**src/rtl/pc_vec_irq_if.sv**
```systemverilog
// Program-counter / interrupt unit: CPU-side bus.
// Groups the control-unit request lines (writeBack, jump, offset, jump_addr, reti)
// and the PC/interrupt status returned to the CPU.
//   master : CPU control unit (drives requests, reads status)
//   slave  : pc_vec_irq (reads requests, drives status)
// LVL_W must equal $clog2(STACK_DEPTH+1) of the attached pc_vec_irq.
interface pc_vec_irq_if #(
  parameter int ADDR_W = 27,
  parameter int LVL_W  = 3
);
  logic              writeBack;
  logic              jump;
  logic              offset;
  logic [ADDR_W-1:0] jump_addr;
  logic              reti;
  logic [ADDR_W-1:0] pc_out;
  logic [7:0]        int_id;
  logic [LVL_W-1:0]  nest_level;
  logic              reti_underflow;

  modport master (
    output writeBack, jump, offset, jump_addr, reti,
    input  pc_out, int_id, nest_level, reti_underflow
  );

  modport slave (
    input  writeBack, jump, offset, jump_addr, reti,
    output pc_out, int_id, nest_level, reti_underflow
  );
endinterface

```
**src/rtl/pc_vec_irq.sv**
```systemverilog
// Program counter with N prioritised, maskable, edge-triggered interrupt channels,
// nested entry and a hardware return stack.
// All state changes happen on the falling clock edge; reset is asynchronous, active-low.
// Ports:
//   clk          clock (falling edge active)
//   reset_n      asynchronous active-low reset
//   bus          CPU-side bus (slave): writeBack/jump/offset/jump_addr/reti in,
//                pc_out/int_id/nest_level/reti_underflow out
//   int_in       interrupt request lines, rising-edge sensitive
//   int_mask     1 = channel enabled
//   int_pending  latched requests not yet taken
module pc_vec_irq #(
  parameter int                ADDR_W      = 27,
  parameter int                N_INT       = 8,
  parameter int                STACK_DEPTH = 4,
  parameter logic [ADDR_W-1:0] PC_START    = 27'hC02422,
  parameter logic [ADDR_W-1:0] VEC_BASE    = 27'd1,
  parameter logic [ADDR_W-1:0] PROT_LIMIT  = 27'hC02422
) (
  input  logic             clk,
  input  logic             reset_n,
  pc_vec_irq_if.slave      bus,
  input  logic [N_INT-1:0] int_in,
  input  logic [N_INT-1:0] int_mask,
  output logic [N_INT-1:0] int_pending
);
  localparam int LVL_W = $clog2(STACK_DEPTH + 1);
  // Stack arrays are sized to the full index range of the level counter so the
  // level can index them directly; entries at or above STACK_DEPTH are never written.
  localparam int STK_N = 2 ** LVL_W;

  logic              wb_prev;
  logic [N_INT-1:0]  int_prev;
  logic [ADDR_W-1:0] pc;
  logic [7:0]        id;
  logic [LVL_W-1:0]  lvl;
  logic [N_INT-1:0]  pend;
  logic              unf;
  logic [ADDR_W-1:0] stk_pc [STK_N];
  logic [7:0]        stk_id [STK_N];

  logic              step;
  logic [N_INT-1:0]  rise;
  logic [N_INT-1:0]  req;
  logic              found;
  logic [7:0]        w;
  logic              take;
  logic [N_INT-1:0]  take_bit;
  logic [ADDR_W-1:0] next_pc;

  assign step = bus.writeBack & ~wb_prev;
  assign rise = int_in & ~int_prev;
  assign req  = pend & int_mask;

  // Lowest-index request wins: scan downward so the last hit is the smallest index.
  always_comb begin
    found = 1'b0;
    w     = 8'd0;
    for (int i = N_INT - 1; i >= 0; i--) begin
      if (req[i]) begin
        found = 1'b1;
        w     = 8'(i);
      end
    end
  end

  // reti has priority over entry; nesting only preempts a lower-priority handler.
  assign take = step & ~bus.reti & found & (pc < PROT_LIMIT) &
                (lvl < LVL_W'(STACK_DEPTH)) & ((id == 8'hFF) | (w < id));

  assign take_bit = take ? (N_INT'(1) << w) : '0;

  assign next_pc = bus.jump ? (bus.offset ? pc + bus.jump_addr : bus.jump_addr)
                            : pc + ADDR_W'(1);

  always_ff @(negedge clk or negedge reset_n) begin
    if (!reset_n) begin
      wb_prev  <= 1'b0;
      int_prev <= '0;
      pc       <= PC_START;
      id       <= 8'hFF;
      lvl      <= '0;
      pend     <= '0;
      unf      <= 1'b0;
      for (int k = 0; k < STK_N; k++) begin
        stk_pc[k] <= '0;
        stk_id[k] <= 8'hFF;
      end
    end else begin
      wb_prev  <= bus.writeBack;
      int_prev <= int_in;
      // A new edge on the channel being taken re-arms it, so the event is not lost.
      pend     <= (pend & ~take_bit) | rise;
      if (step) begin
        unf <= 1'b0;
        if (bus.reti) begin
          if (lvl != '0) begin
            pc  <= stk_pc[lvl - LVL_W'(1)];
            id  <= stk_id[lvl - LVL_W'(1)];
            lvl <= lvl - LVL_W'(1);
          end else begin
            unf <= 1'b1;
            pc  <= pc + ADDR_W'(1);
          end
        end else if (take) begin
          stk_pc[lvl] <= next_pc;
          stk_id[lvl] <= id;
          pc          <= VEC_BASE + ADDR_W'(w);
          id          <= w;
          lvl         <= lvl + LVL_W'(1);
        end else begin
          pc <= next_pc;
        end
      end
    end
  end

  assign bus.pc_out         = pc;
  assign bus.int_id         = id;
  assign bus.nest_level     = lvl;
  assign bus.reti_underflow = unf;
  assign int_pending        = pend;
endmodule

```
**src/flat_wrapper.sv**
```systemverilog
// flat-port wrapper written by rule: the top's interface ports become plain ports
module pc_vec_irq_flat 
#(
  parameter int                ADDR_W      = 27,
  parameter int                N_INT       = 8,
  parameter int                STACK_DEPTH = 4,
  parameter logic [ADDR_W-1:0] PC_START    = 27'hC02422,
  parameter logic [ADDR_W-1:0] VEC_BASE    = 27'd1,
  parameter logic [ADDR_W-1:0] PROT_LIMIT  = 27'hC02422
)
  (clk, reset_n, int_in, int_mask, int_pending, bus_writeBack, bus_jump, bus_offset, bus_jump_addr, bus_reti, bus_pc_out, bus_int_id, bus_nest_level, bus_reti_underflow);
  pc_vec_irq_if #(.ADDR_W(ADDR_W), .LVL_W(3)) bus_i ();
  input  logic clk;
  input  logic reset_n;
  input  logic [N_INT-1:0] int_in;
  input  logic [N_INT-1:0] int_mask;
  output logic [N_INT-1:0] int_pending;
  input wire logic [$bits(bus_i.writeBack)-1:0] bus_writeBack;
  input wire logic [$bits(bus_i.jump)-1:0] bus_jump;
  input wire logic [$bits(bus_i.offset)-1:0] bus_offset;
  input wire logic [$bits(bus_i.jump_addr)-1:0] bus_jump_addr;
  input wire logic [$bits(bus_i.reti)-1:0] bus_reti;
  output wire logic [$bits(bus_i.pc_out)-1:0] bus_pc_out;
  output wire logic [$bits(bus_i.int_id)-1:0] bus_int_id;
  output wire logic [$bits(bus_i.nest_level)-1:0] bus_nest_level;
  output wire logic [$bits(bus_i.reti_underflow)-1:0] bus_reti_underflow;
  assign bus_i.writeBack = bus_writeBack;
  assign bus_i.jump = bus_jump;
  assign bus_i.offset = bus_offset;
  assign bus_i.jump_addr = bus_jump_addr;
  assign bus_i.reti = bus_reti;
  assign bus_pc_out = bus_i.pc_out;
  assign bus_int_id = bus_i.int_id;
  assign bus_nest_level = bus_i.nest_level;
  assign bus_reti_underflow = bus_i.reti_underflow;
  pc_vec_irq #(.ADDR_W(ADDR_W), .N_INT(N_INT), .STACK_DEPTH(STACK_DEPTH), .PC_START(PC_START), .VEC_BASE(VEC_BASE), .PROT_LIMIT(PROT_LIMIT)) u_core (.clk(clk), .reset_n(reset_n), .bus(bus_i), .int_in(int_in), .int_mask(int_mask), .int_pending(int_pending));
endmodule
```
**config.mk**
```make
export PLATFORM = sky130hd
export DESIGN_NAME = pc_vec_irq_flat
export DESIGN_NICKNAME = d
export VERILOG_FILES = /design/src/rtl/pc_vec_irq_if.sv /design/src/rtl/pc_vec_irq.sv /design/src/flat_wrapper.sv
export SDC_FILE = /design/constraint.sdc
export NUM_CORES = 1
export LEC_CHECK = 0
export ABC_AREA = 0
export BUFFER_PORTS_ARGS = -buffer_cell sky130_fd_sc_hd__buf_4
export CAP_MARGIN = 20
export CELL_PAD_IN_SITES_DETAIL_PLACEMENT = 0
export CELL_PAD_IN_SITES_GLOBAL_PLACEMENT = 1
export CORE_ASPECT_RATIO = 1.1
export CORE_MARGIN = 1
export CORE_UTILIZATION = 25
export CTS_CLUSTER_DIAMETER = 60
export CTS_CLUSTER_SIZE = 10
export DETAILED_ROUTE_END_ITERATION = 16
export GPL_TIMING_DRIVEN = 0
export PLACE_DENSITY = 0.57
export SLEW_MARGIN = 20
export SYNTH_ARGS = -nofsm -noshare
export SYNTH_HDL_FRONTEND = slang
export SYNTH_SLANG_ARGS = --single-unit
```
**constraint.sdc**
```tcl
create_clock -name clk -period 4.65 [get_ports clk]
set_input_delay 0.2325 -clock clk [delete_from_list [all_inputs] [get_ports clk]]
set_output_delay 0.2325 -clock clk [all_outputs]
set_load 0.005 [all_outputs]
```
==> impl_metrics.yaml <==
sta:
  grt_setup_unrepaired: "yes"
  slew_violations: 0
  final_hold_viol_count: 0
  tightest_slew_ns: 0.981
  fin_skew_ns: 0.0645
  holdWs_ns: 0.369
  slew-limit-headroom: 0.346
  setup_viol: 0
critical_path:
  arrival_ns: 2.66
  start_kind: "input pin"
  critPathCaptureType: "register"
  critical_path_class: "in2reg"
  crit_fanout: 5
  crit_required_ns: 2.73
clocking:
  clock_sinks: 336
  ctsHoldBuffers: 0
  path_clk_slew_ns: 0.04
  htreeDepth: 2
  cts_max_path_buffers: 3
  clock_latency_ns: 0.61
  cts-root-buf: "clkbuf_16"
  cts_buffers: 43
  cts_tree: "yes"
floorplan:
  core_area_um2: 66400
  ioPinCount: 96
  die_y_um: 274
  fp.dieW_um: 249
  start_util: 0.253
  fp.dieArea_um2: 68300
  row_count: 99
synthesis:
  synth.top_cell.area_share: 0.384
  synth_commonest_cells: "258 x dfrtn_1, 193 x clkbuf_1, 147 x nand2_1"
  synthCells: 1472
  syn_area_um2: 16800
  yosysSeqAreaShare: 0.506
  avgSynthCellArea_um2: 11.4
  synthArstFlopShare: 1.00
  synth_enable_flop_cells: 0
  ys.flop_type: "dfrtn_1"
  netlist_top_cells_area: "dfrtn_1 38%, dfstp_2 12%, mux4_2 9.4%, mux2_2 5.4%, clkbuf_1 4.3%"
  syn-num-nets: 1560
  yosys.area.top_type: "dfrtn_1"
  yosysMostFrequentCell: "dfrtn_1"
  synth_seq_cells: 336
  ys_types: 69
  synth_warnings: 0
pwr:
  swShare: 0.367
  leakage_nw: 9.48
  powerDensity_nw_per_um2: 486
  p_int_w: 0.00644
  seqPwrFrac: 0.339
  ir_drop_mv: 0.240
  power_frac_comb: 0.317
  finalPower_w: 0.0102
  p_clk_frac: 0.344
  netSwitchingPower_w: 0.00373
drt:
  post_drt_wl_per_cell_um: 20.6
  vias_per_cell: 4.75
  postRouteAntennaNets: 0
  vias: 12285
  wirelength_mm: 53.2
  drc: 0
  dr.first_iter.drc_count: 586
  drtPass1Iterations: 5
layout:
  final_nets: 1786
  drive_above_1_share: 0.307
  synthToLayoutAreaGrowth_pct: 24.5
  instances_no_fill: 2589
  final_area_um2: 20900
  nFillCells: 6776
grt:
  grt_pass1_vias: 13034
  track_usage: 0.158
  antenna_found_initial: 0
  grt_pass1_wl_mm: 81.9
  grt_max_degree: 98
  grt_overflow: 0
placed_design:
  port-buffer-count: 94
  dp.cells: 2427
  dp_hpwl_mm: 38.8
  gp_congestion: 0.852
  placed_area_um2: 18900
min_path:
  hp-class: "reg2reg"
run:
  cap_violations: 0
status:
  status: "completed"
-- sequential cells by signal, summed over array words and instances, names as in the netlist --
name	count
u_core.stk_pc	216
u_core.stk_id	64
u_core.bus.pc_out	27
u_core.bus.int_id	8
u_core.int_pending	8
u_core.int_prev	8
u_core.bus.nest_level	3
u_core.bus.reti_underflow	1
u_core.wb_prev	1
-- worst max-delay path: stages --
cell and delay [ns]:
buf_4 0.11, ha_1 0.34, a2111oi_1 0.49, o21ai_1 0.25, a41oi_1 0.30, xnor2_1 0.11, mux2i_2 0.25, a21oi_1 0.22
mux2_2 0.35
-- worst paths after layout --
check	start	end	slack, ns	depth (start not counted)
worst max register to register	u_core.bus.nest_level[0]$_DFFE_NN0P_	u_core.bus.pc_out[16]$_DFFE_NN0P_	0.45	11
max in group asynchronous	reset_n	u_core.bus.pc_out[22]$_DFFE_NN1P_	1.31	3
worst max-delay path	bus_jump_addr[6]	u_core.stk_pc[198]$_DFFE_NN0P_	0.07	9
min in group asynchronous	reset_n	u_core.int_pending[6]$_DFF_NN0_	1.88	1
worst min register to register	u_core.int_prev[4]$_DFF_NN0_	u_core.int_pending[4]$_DFF_NN0_	0.37	1
worst min-delay path	u_core.int_prev[4]$_DFF_NN0_	u_core.int_pending[4]$_DFF_NN0_	0.37	1
-- cell type report --
cell class / count / area, µm² / share of cell area
inverters: 36 / 135 / 0.00645
flip-flops and latches: 336 / 8510 / 0.406
well taps: 858 / 1070 / 0.0513
plain buffers: 209 / 942 / 0.0450
repair buffers: 109 / 928 / 0.0443
multi-input cells: 885 / 7680 / 0.367
clock inverters: 93 / 444 / 0.0212
diodes: 1 / 2.50 / 0.000120
clock buffers: 62 / 1230 / 0.0588
-- power by group through the flow --
| stage | sequential (W) | combinational [W] | clock, W |
|---|---|---|---|
| after detailed placement | 0.00348 | 0.00315 | 0.000103 |
| final | 0.00345 | 0.00323 | 0.00349 |
| after floorplan | 0.00337 | 0.00199 | 0.000103 |
| after global placement | 0.00347 | 0.00312 | 0.000103 |
| after global routing | 0.00348 | 0.00348 | 0.00380 |
| after CTS | 0.00344 | 0.00320 | 0.00362 |
-- stage by stage --
| step | worst slack, ns | TNS, ns | utilization |
|---|---|---|---|
| final | 0.0703 | 0 | 0.315 |
| after global routing | -0.0402 | -0.380 | 0.315 |
| after CTS | 0.000500 | 0 | 0.312 |
| after detailed placement | -1.14 | -151.69 | 0.284 |
| after global placement | -1.91 | -696.11 | 0.283 |
| after floorplan | -0.193 | -5.34 | - |
-- metal layers --
layer	vias up	wire, µm	GRT usage
met5	-	0	0
met4	0	1120	0.0468
met3	71	2370	0.0293
met2	304	25700	0.261
met1	6275	24100	0.210
li1	5635	-	-
-- cell usage in the layout (no fill, tap or decap), types with 7 or more instances in the layout --
master and instances:
dfrtn_1 258, clkbuf_1 183, nand2_1 146, inv_1 113, buf_4 103, o21ai_0 87
mux2_2 81, dfstp_2 78, mux4_2 70, a21oi_1 61, clkbuf_16 48, nor2_1 41
ha_1 36, mux2i_1 32, mux2_4 28, xnor2_1 22, nand3_1 21, xor2_1 20
o22ai_1 19, clkbuf_2 16, a21o_1 16, nand2b_1 13, and3_1 13, buf_6 10
nor3_1 10, nand4_1 9, nor4_1 8, buf_2 7, and4_1 7, o21a_1 7
o221ai_1 7
-- timing repair --
item                                    in CTS  in global routing
cloned                                       0                  2
resized for setup                           39                 40
endpoints found under the setup margin     171                152
pin swaps                                    5                  9
buffers inserted                             5                  5
-- logic make-up after synthesis --
logic type | share of synthesized area
AO/OA/AOI/OAI | 0.101
XOR/XNOR | 0.0224
adder cells (fa/ha/maj) | 0.0295
buffers and inverters | 0.0588
flip-flops | 0.506
multiplexers | 0.193
AND/OR/NAND/NOR | 0.0902
No activity file was read; power rests on OpenSTA's default activity.
